==> src/rtl/parallel2serial_tx.sv <==
// parallel2serial_tx: serialises (para1, para2) word pairs onto srl in continuous 4-slot frames.
// Latency: a word taken at a slot-3 edge bypasses to srl at once; otherwise it waits in hold, at most 4 cycles.
// Backpressure: in_ready = !hold_full (registered), so the source may be stalled for up to one frame.
//
// Ports:
//   clk, rst          clock and asynchronous active-high reset
//   in_valid/in_ready source handshake; a word is taken on any edge with both high
//   para1, para2      2-bit parallel words forming one 4-bit frame
//   srl               serial data, one bit per clock, frame bit 0 first
//   slot              index (0..3) of the bit currently on srl
//   sof               high while slot == 0
//   data_active       frame on srl carries source data (0 = idle frame)
//   idle_cnt          saturating count of inserted idle frames

module parallel2serial_tx #(
    parameter logic [3:0]  IDLE_WORD = 4'b0000,
    parameter int unsigned CNT_W     = 8
) (
    input  logic             clk,
    input  logic             rst,
    input  logic             in_valid,
    output logic             in_ready,
    input  logic [1:0]       para1,
    input  logic [1:0]       para2,
    output logic             srl,
    output logic [1:0]       slot,
    output logic             sof,
    output logic             data_active,
    output logic [CNT_W-1:0] idle_cnt
);

    localparam logic [CNT_W-1:0] CNT_ONE = CNT_W'(1);
    localparam logic [CNT_W-1:0] CNT_MAX = '1;

    // Frame state: slot counter, the word being shifted out and its registered bit.
    logic [1:0]       slot_q, slot_d;
    logic [3:0]       frame_q, frame_d;
    logic             srl_q, srl_d;
    logic             sof_q, sof_d;
    logic             data_active_q, data_active_d;

    // One-entry holding buffer between the source and frame timing.
    logic [3:0]       hold_q, hold_d;
    logic             hold_full_q, hold_full_d;

    logic [CNT_W-1:0] idle_cnt_q, idle_cnt_d;

    logic [3:0]       in_word;
    logic             boundary;
    logic             accept;

    // Interleave the two words so each receiver lane sees one bit of each
    // word per half-frame: slot 0/2 carry para2, slot 1/3 carry para1.
    assign in_word  = {para1[1], para2[1], para1[0], para2[0]};
    assign boundary = (slot_q == 2'd3);
    assign accept   = in_valid && !hold_full_q;

    always_comb begin
        slot_d        = slot_q + 2'd1;
        frame_d       = frame_q;
        srl_d         = srl_q;
        data_active_d = data_active_q;
        hold_d        = hold_q;
        hold_full_d   = hold_full_q;
        idle_cnt_d    = idle_cnt_q;

        if (boundary) begin
            // Next frame source, highest priority first: held word,
            // bypassed input word, idle filler.
            if (hold_full_q) begin
                frame_d       = hold_q;
                hold_full_d   = 1'b0;
                data_active_d = 1'b1;
            end else if (in_valid) begin
                frame_d       = in_word;
                data_active_d = 1'b1;
            end else begin
                frame_d       = IDLE_WORD;
                data_active_d = 1'b0;
                if (idle_cnt_q != CNT_MAX) begin
                    idle_cnt_d = idle_cnt_q + CNT_ONE;
                end
            end
            srl_d = frame_d[0];
        end else begin
            // Mid-frame accepts park in hold; the frame register is untouched
            // until the boundary so the word in flight is never disturbed.
            if (accept) begin
                hold_d      = in_word;
                hold_full_d = 1'b1;
            end
            srl_d = frame_q[slot_d];
        end

        sof_d = (slot_d == 2'd0);
    end

    always_ff @(posedge clk or posedge rst) begin
        if (rst) begin
            slot_q        <= 2'd0;
            frame_q       <= IDLE_WORD;
            srl_q         <= IDLE_WORD[0];
            sof_q         <= 1'b1;
            data_active_q <= 1'b0;
            hold_q        <= 4'd0;
            hold_full_q   <= 1'b0;
            idle_cnt_q    <= '0;
        end else begin
            slot_q        <= slot_d;
            frame_q       <= frame_d;
            srl_q         <= srl_d;
            sof_q         <= sof_d;
            data_active_q <= data_active_d;
            hold_q        <= hold_d;
            hold_full_q   <= hold_full_d;
            idle_cnt_q    <= idle_cnt_d;
        end
    end

    assign in_ready    = !hold_full_q;
    assign srl         = srl_q;
    assign slot        = slot_q;
    assign sof         = sof_q;
    assign data_active = data_active_q;
    assign idle_cnt    = idle_cnt_q;

endmodule

==> config.mk <==
export PLATFORM = sky130hd
export DESIGN_NAME = parallel2serial_tx
export DESIGN_NICKNAME = d
export VERILOG_FILES = /design/src/rtl/parallel2serial_tx.sv
export SDC_FILE = /design/constraint.sdc
export NUM_CORES = 1
export LEC_CHECK = 0
export BUFFER_PORTS_ARGS = -buffer_cell sky130_fd_sc_hd__buf_2
export CAP_MARGIN = 20
export CORE_ASPECT_RATIO = 0.75
export CORE_UTILIZATION = 56
export DETAILED_ROUTE_END_ITERATION = 10
export PLACE_DENSITY = 0.81
export SLEW_MARGIN = 0
export SYNTH_ARGS = -nofsm -noshare
export SYNTH_HDL_FRONTEND = slang
export SYNTH_SLANG_ARGS = --single-unit
==> constraint.sdc <==
create_clock -name clk -period 3.9 [get_ports clk]
set_clock_uncertainty 0.15 [all_clocks]
set_input_delay 0.78 -clock clk [delete_from_list [all_inputs] [get_ports clk]]
set_output_delay 0.78 -clock clk [all_outputs]
set_load 0.005 [all_outputs]
======== After elaboration in Yosys (flattened, before gate mapping) ========
Cells that the tools add are included.
operators by class
  add/sub/neg operators ................... 2
  $lt $le $gt $ge ......................... 1
  eq/ne operators ......................... 2
  muxes and demuxes ....................... 9
  bitwise operators ....................... 3
  reduce and logical (&&, ||, !) cells .... 6
operators with widths
  cell                 count
  $add 8x1->8 const B  1
  $mux 4               2
  $ne 8x8->1 const B   1
  $mux 1               6
  $reduce_and 4->1     1
  $lt 2x3->1 const B   1
  $not 1->1            3
  $add 2x1->2 const B  1
  $bmux 1 s2           1
  $eq 2x2->1 const B   1
  $logic_not 2->1      1
  $reduce_and 2->1     1
  $reduce_bool 2->1    1
  $logic_and 1x1->1    1
  $logic_not 1->1      1
word-level totals
  flip-flop bits (word level) ............. 22
  bits of input ports ..................... 7
  output and inout port bits .............. 14
  logic and storage cells ................. 31

======== Depth between registers and ports, before layout ========
  depth in word-level cells ............... 4
  mapped depth ............................ 5
  mapped depth without buffers ............ 4

======== Worst setup path after synthesis ========
Ideal clock, no wire load.
  kind .................................... input -> register
  start ................................... input in_valid
  end ..................................... register idle_cnt_q[7], in the netlist idle_cnt[7]
  library setup time ...................... 128 ps
  data arrival time ....................... 1,829 ps
  required time ........................... 3,622 ps
  slack ................................... 1,794 ps
  stages on the path ...................... 4
  buffers on the path ..................... 1
  path through ............................ or3b_1 > buf_2 > nor4_4 > mux2_1
on the way
  cells in the longest elaborated chain, start to end .. 2
RTL lines
  item                               RTL line  text
  start: declaration                 21        input logic in_valid,
  $not 1->1 (no source line)         -
  $reduce_and 4->1 (no source line)  -
  end signal: assignment             116       idle_cnt_q <= idle_cnt_d;
  end: declaration                   46        logic [CNT_W-1:0] idle_cnt_q, idle_cnt_d;
No other way between the ends.
A chain may end at the register's enable or synchronous reset.

======== Worst setup path in the final report ========
  start ................................... register slot_q[0], in the netlist slot[0]
  end ..................................... register idle_cnt_q[4], in the netlist idle_cnt[4]
on the way
  cells in the longest elaborated chain, start to end .. 2
RTL lines
  item                               RTL line  text
  start: declaration                 36        logic [1:0] slot_q, slot_d;
  start signal: assignment           109       slot_q <= slot_d;
  $eq 2x2->1                         55        assign boundary = (slot_q == 2'd3);
  $reduce_and 4->1 (no source line)  -
No other way between the ends.

==> out/metrics.cfg <==
[sta]
rsz0062_at_grt = no
slew_violations = 0
finalSetupTns_ns = 0
setup_violations = 0
tightest_slew_ns = 0.806
min_period_ns = 2.29
hold_viol = 0
max_slew_margin_pct = 46.2
fin_crit_sh_pct = 58.8
max_freq_mhz = 436

[clocking]
post_cts_buffers = 0
cts_tree = yes
clk_latency_ns = 0.30
clk_pin_slew_worst_paths_ns = 0.12
numCtsBuffers = 3
clock-root-buffer = clkbuf_4
clkSinkCount = 22
post_cts_resized = 0
h-tree-depth = 1
cts_buffer_depth = 2
cts_hold_buffers = 0

[worst_hold_path]
hp-class = flop to flop
hold_depth = 1

[yosys]
ys_ff_latch = 22
syn_area_per_cell_sq_um = 11.3
synth_cell_type_count = 28
synth_nets = 100
yosysWarnings = 0
ys_seq_area_share_pct = 54.4
async_flop_share_pct = 100
syn_area_sq_mm = 0.00101
synth_edf_count = 0
synth_cells = 90
synth_top_flop_cell = dfrtp_1

[worst_setup_path]
reg2regPathDepth = 4
worstSetupEndpointType = flop
worstPathRequired_ns = 3.95
r2r_slack_ns = 1.61
cp.arrival_ns = 2.34
worst-path-max-fanout = 14
start_kind = flop
critical_path_class = flop to flop

[run_status]
status = completed

[power_and_ir_drop]
power.total_w = 0.000428
p_clk_share_pct = 28.9
intPower_w = 0.000328
switching_share_pct = 23.4
combPwrFrac_pct = 10.5
p_seq_share_pct = 60.5
powerDensity_mw_per_mm2 = 370
ir_worst_vdd_v = 0.000362
switching_power_w = 0.0000999
p_leak_nw = 0.533

[routing]
vias = 724
drtIter0Drc = 14
wl_mm = 1.82
antenna_left = 0
dr.pass1.iters = 4
drc = 0
vias_per_cell = 5.48
wl_per_cell_microns = 13.8

[placement]
dp_hpwl_mm = 1.38
routabilityCongestion = 0.792
port_buffers = 20
placed_area_sq_mm = 0.00112

[layout]
layout-drive-gt1-share_pct = 30.6
layout.cells.most_common = dfrtp_1
final_cell_mix = 21 x dfrtp_1, 20 x buf_2, 10 x nand2_1
area_delta_synth_final_pct = 14.1
n_antenna_cell = 0
final_area_sq_mm = 0.00116
fin_nets = 122
fillers = 136

[die]
start_util_pct = 63.8
die_h_microns = 38.9
io_pins = 21
die_w_microns = 51.2
dieArea_sq_mm = 0.00199
core-area_sq_mm = 0.00159
rows = 12

[flow_run]
drv_cap = 0

[global_routing]
antenna_found_initial = 0
gr-total-overflow = 0
first_global_vias = 701
grt_max_degree = 23
grt_pass1_wl_mm = 3.22
grt_usage_pct = 23.6

-- registers in the layout, indices dropped and copies added, names as in the netlist --
name         cells
slot             2
data_active      1
sof              1
frame_q          4
srl              1
hold_q           4
idle_cnt         8
hold_full_q      1
-- worst max-delay path: stages (launching register included) --
cell	delay [ns]
dfrtp_1	0.45
ha_1	0.44
or3b_1	0.52
nor3_1	0.26
mux2_2	0.37
-- power by group through the flow --
| stage | logic, W | registers [W] | clock network, W |
|---|---|---|---|
| after floorplan | 0.0000305 | 0.000261 | 0 |
| after global placement | 0.0000444 | 0.000263 | 0 |
| after detailed placement | 0.0000458 | 0.000264 | 0 |
| after CTS | 0.0000460 | 0.000259 | 0.000127 |
| after global routing | 0.0000526 | 0.000262 | 0.000136 |
| final | 0.0000451 | 0.000259 | 0.000124 |
-- final cells by class --
| type | instances | area, sq um | area share, % |
|---|---|---|---|
| flip-flops and latches | 22 | 552 | 47.7 |
| clock buffers | 4 | 36.3 | 3.14 |
| repair buffers | 20 | 100 | 8.65 |
| well taps | 21 | 26.3 | 2.27 |
| multi-input cells | 60 | 424 | 36.6 |
| inverters | 5 | 18.8 | 1.62 |
-- synth_stat cells, types with 2 or more instances --
cell      n  area [sq um]
o21ai_0   2          10.0
nor3_1    4          20.0
dfrtp_1  21           526
a31oi_1   3          18.8
o21a_1    2          15.0
nor2_1    9          33.8
inv_1     5          18.8
mux2_2    7          78.8
nand3_1   6          30.0
nand2_1  10          37.5
nor3b_1   2          15.0
ha_1      3          37.5
-- routing by layer --
metal  vias to the layer above  GRT usage [%]  share of wire (%)
li1                        358              -                  -
met1                       343           30.9                 48
met3                         2           9.02                6.3
met4                         0           6.94               0.44
met5                         -              0                  0
met2                        21           36.5                 45
-- path summary, 6_finish.rpt --
path                       startpoint           to
setup reg to reg              slot[0]  idle_cnt[4]
max in group asynchronous         rst  idle_cnt[2]
hold reg to reg            frame_q[0]   frame_q[0]
min in group asynchronous         rst  idle_cnt[3]
setup / recovery              slot[0]  idle_cnt[4]
hold / removal             frame_q[0]   frame_q[0]
-- through the flow --
| step | util, % | setup slack (ns) | hold slack [ns] | std cells |
|---|---|---|---|---|
| floorplan | - | 1.79 | 0.296 | 90 |
| global placement | 70.4 | 1.62 | 0.319 | 128 |
| detailed placement | 70.4 | 1.58 | 0.323 | 128 |
| CTS | 72.7 | 1.58 | 0.351 | 132 |
| global route | 72.7 | 1.40 | 0.382 | 132 |
| finish | 72.7 | 1.61 | 0.352 | 132 |
-- cell families (layout without fill, tap and decap cells) --
kind of cell / count (synthesis) / after routing / synth area share (%)
flip-flops: 22 / 22 / 54.4
buffers and inverters: 8 / 29 / 3.82
multiplexers: 10 / 10 / 12.1
XOR/XNOR: 1 / 1 / 0.863
AND/OR/NAND/NOR: 34 / 34 / 17.0
AO/OA/AOI/OAI: 12 / 12 / 8.14
adder cells (fa/ha/maj): 3 / 3 / 3.70
No activity file was read; power rests on OpenSTA's default activity.
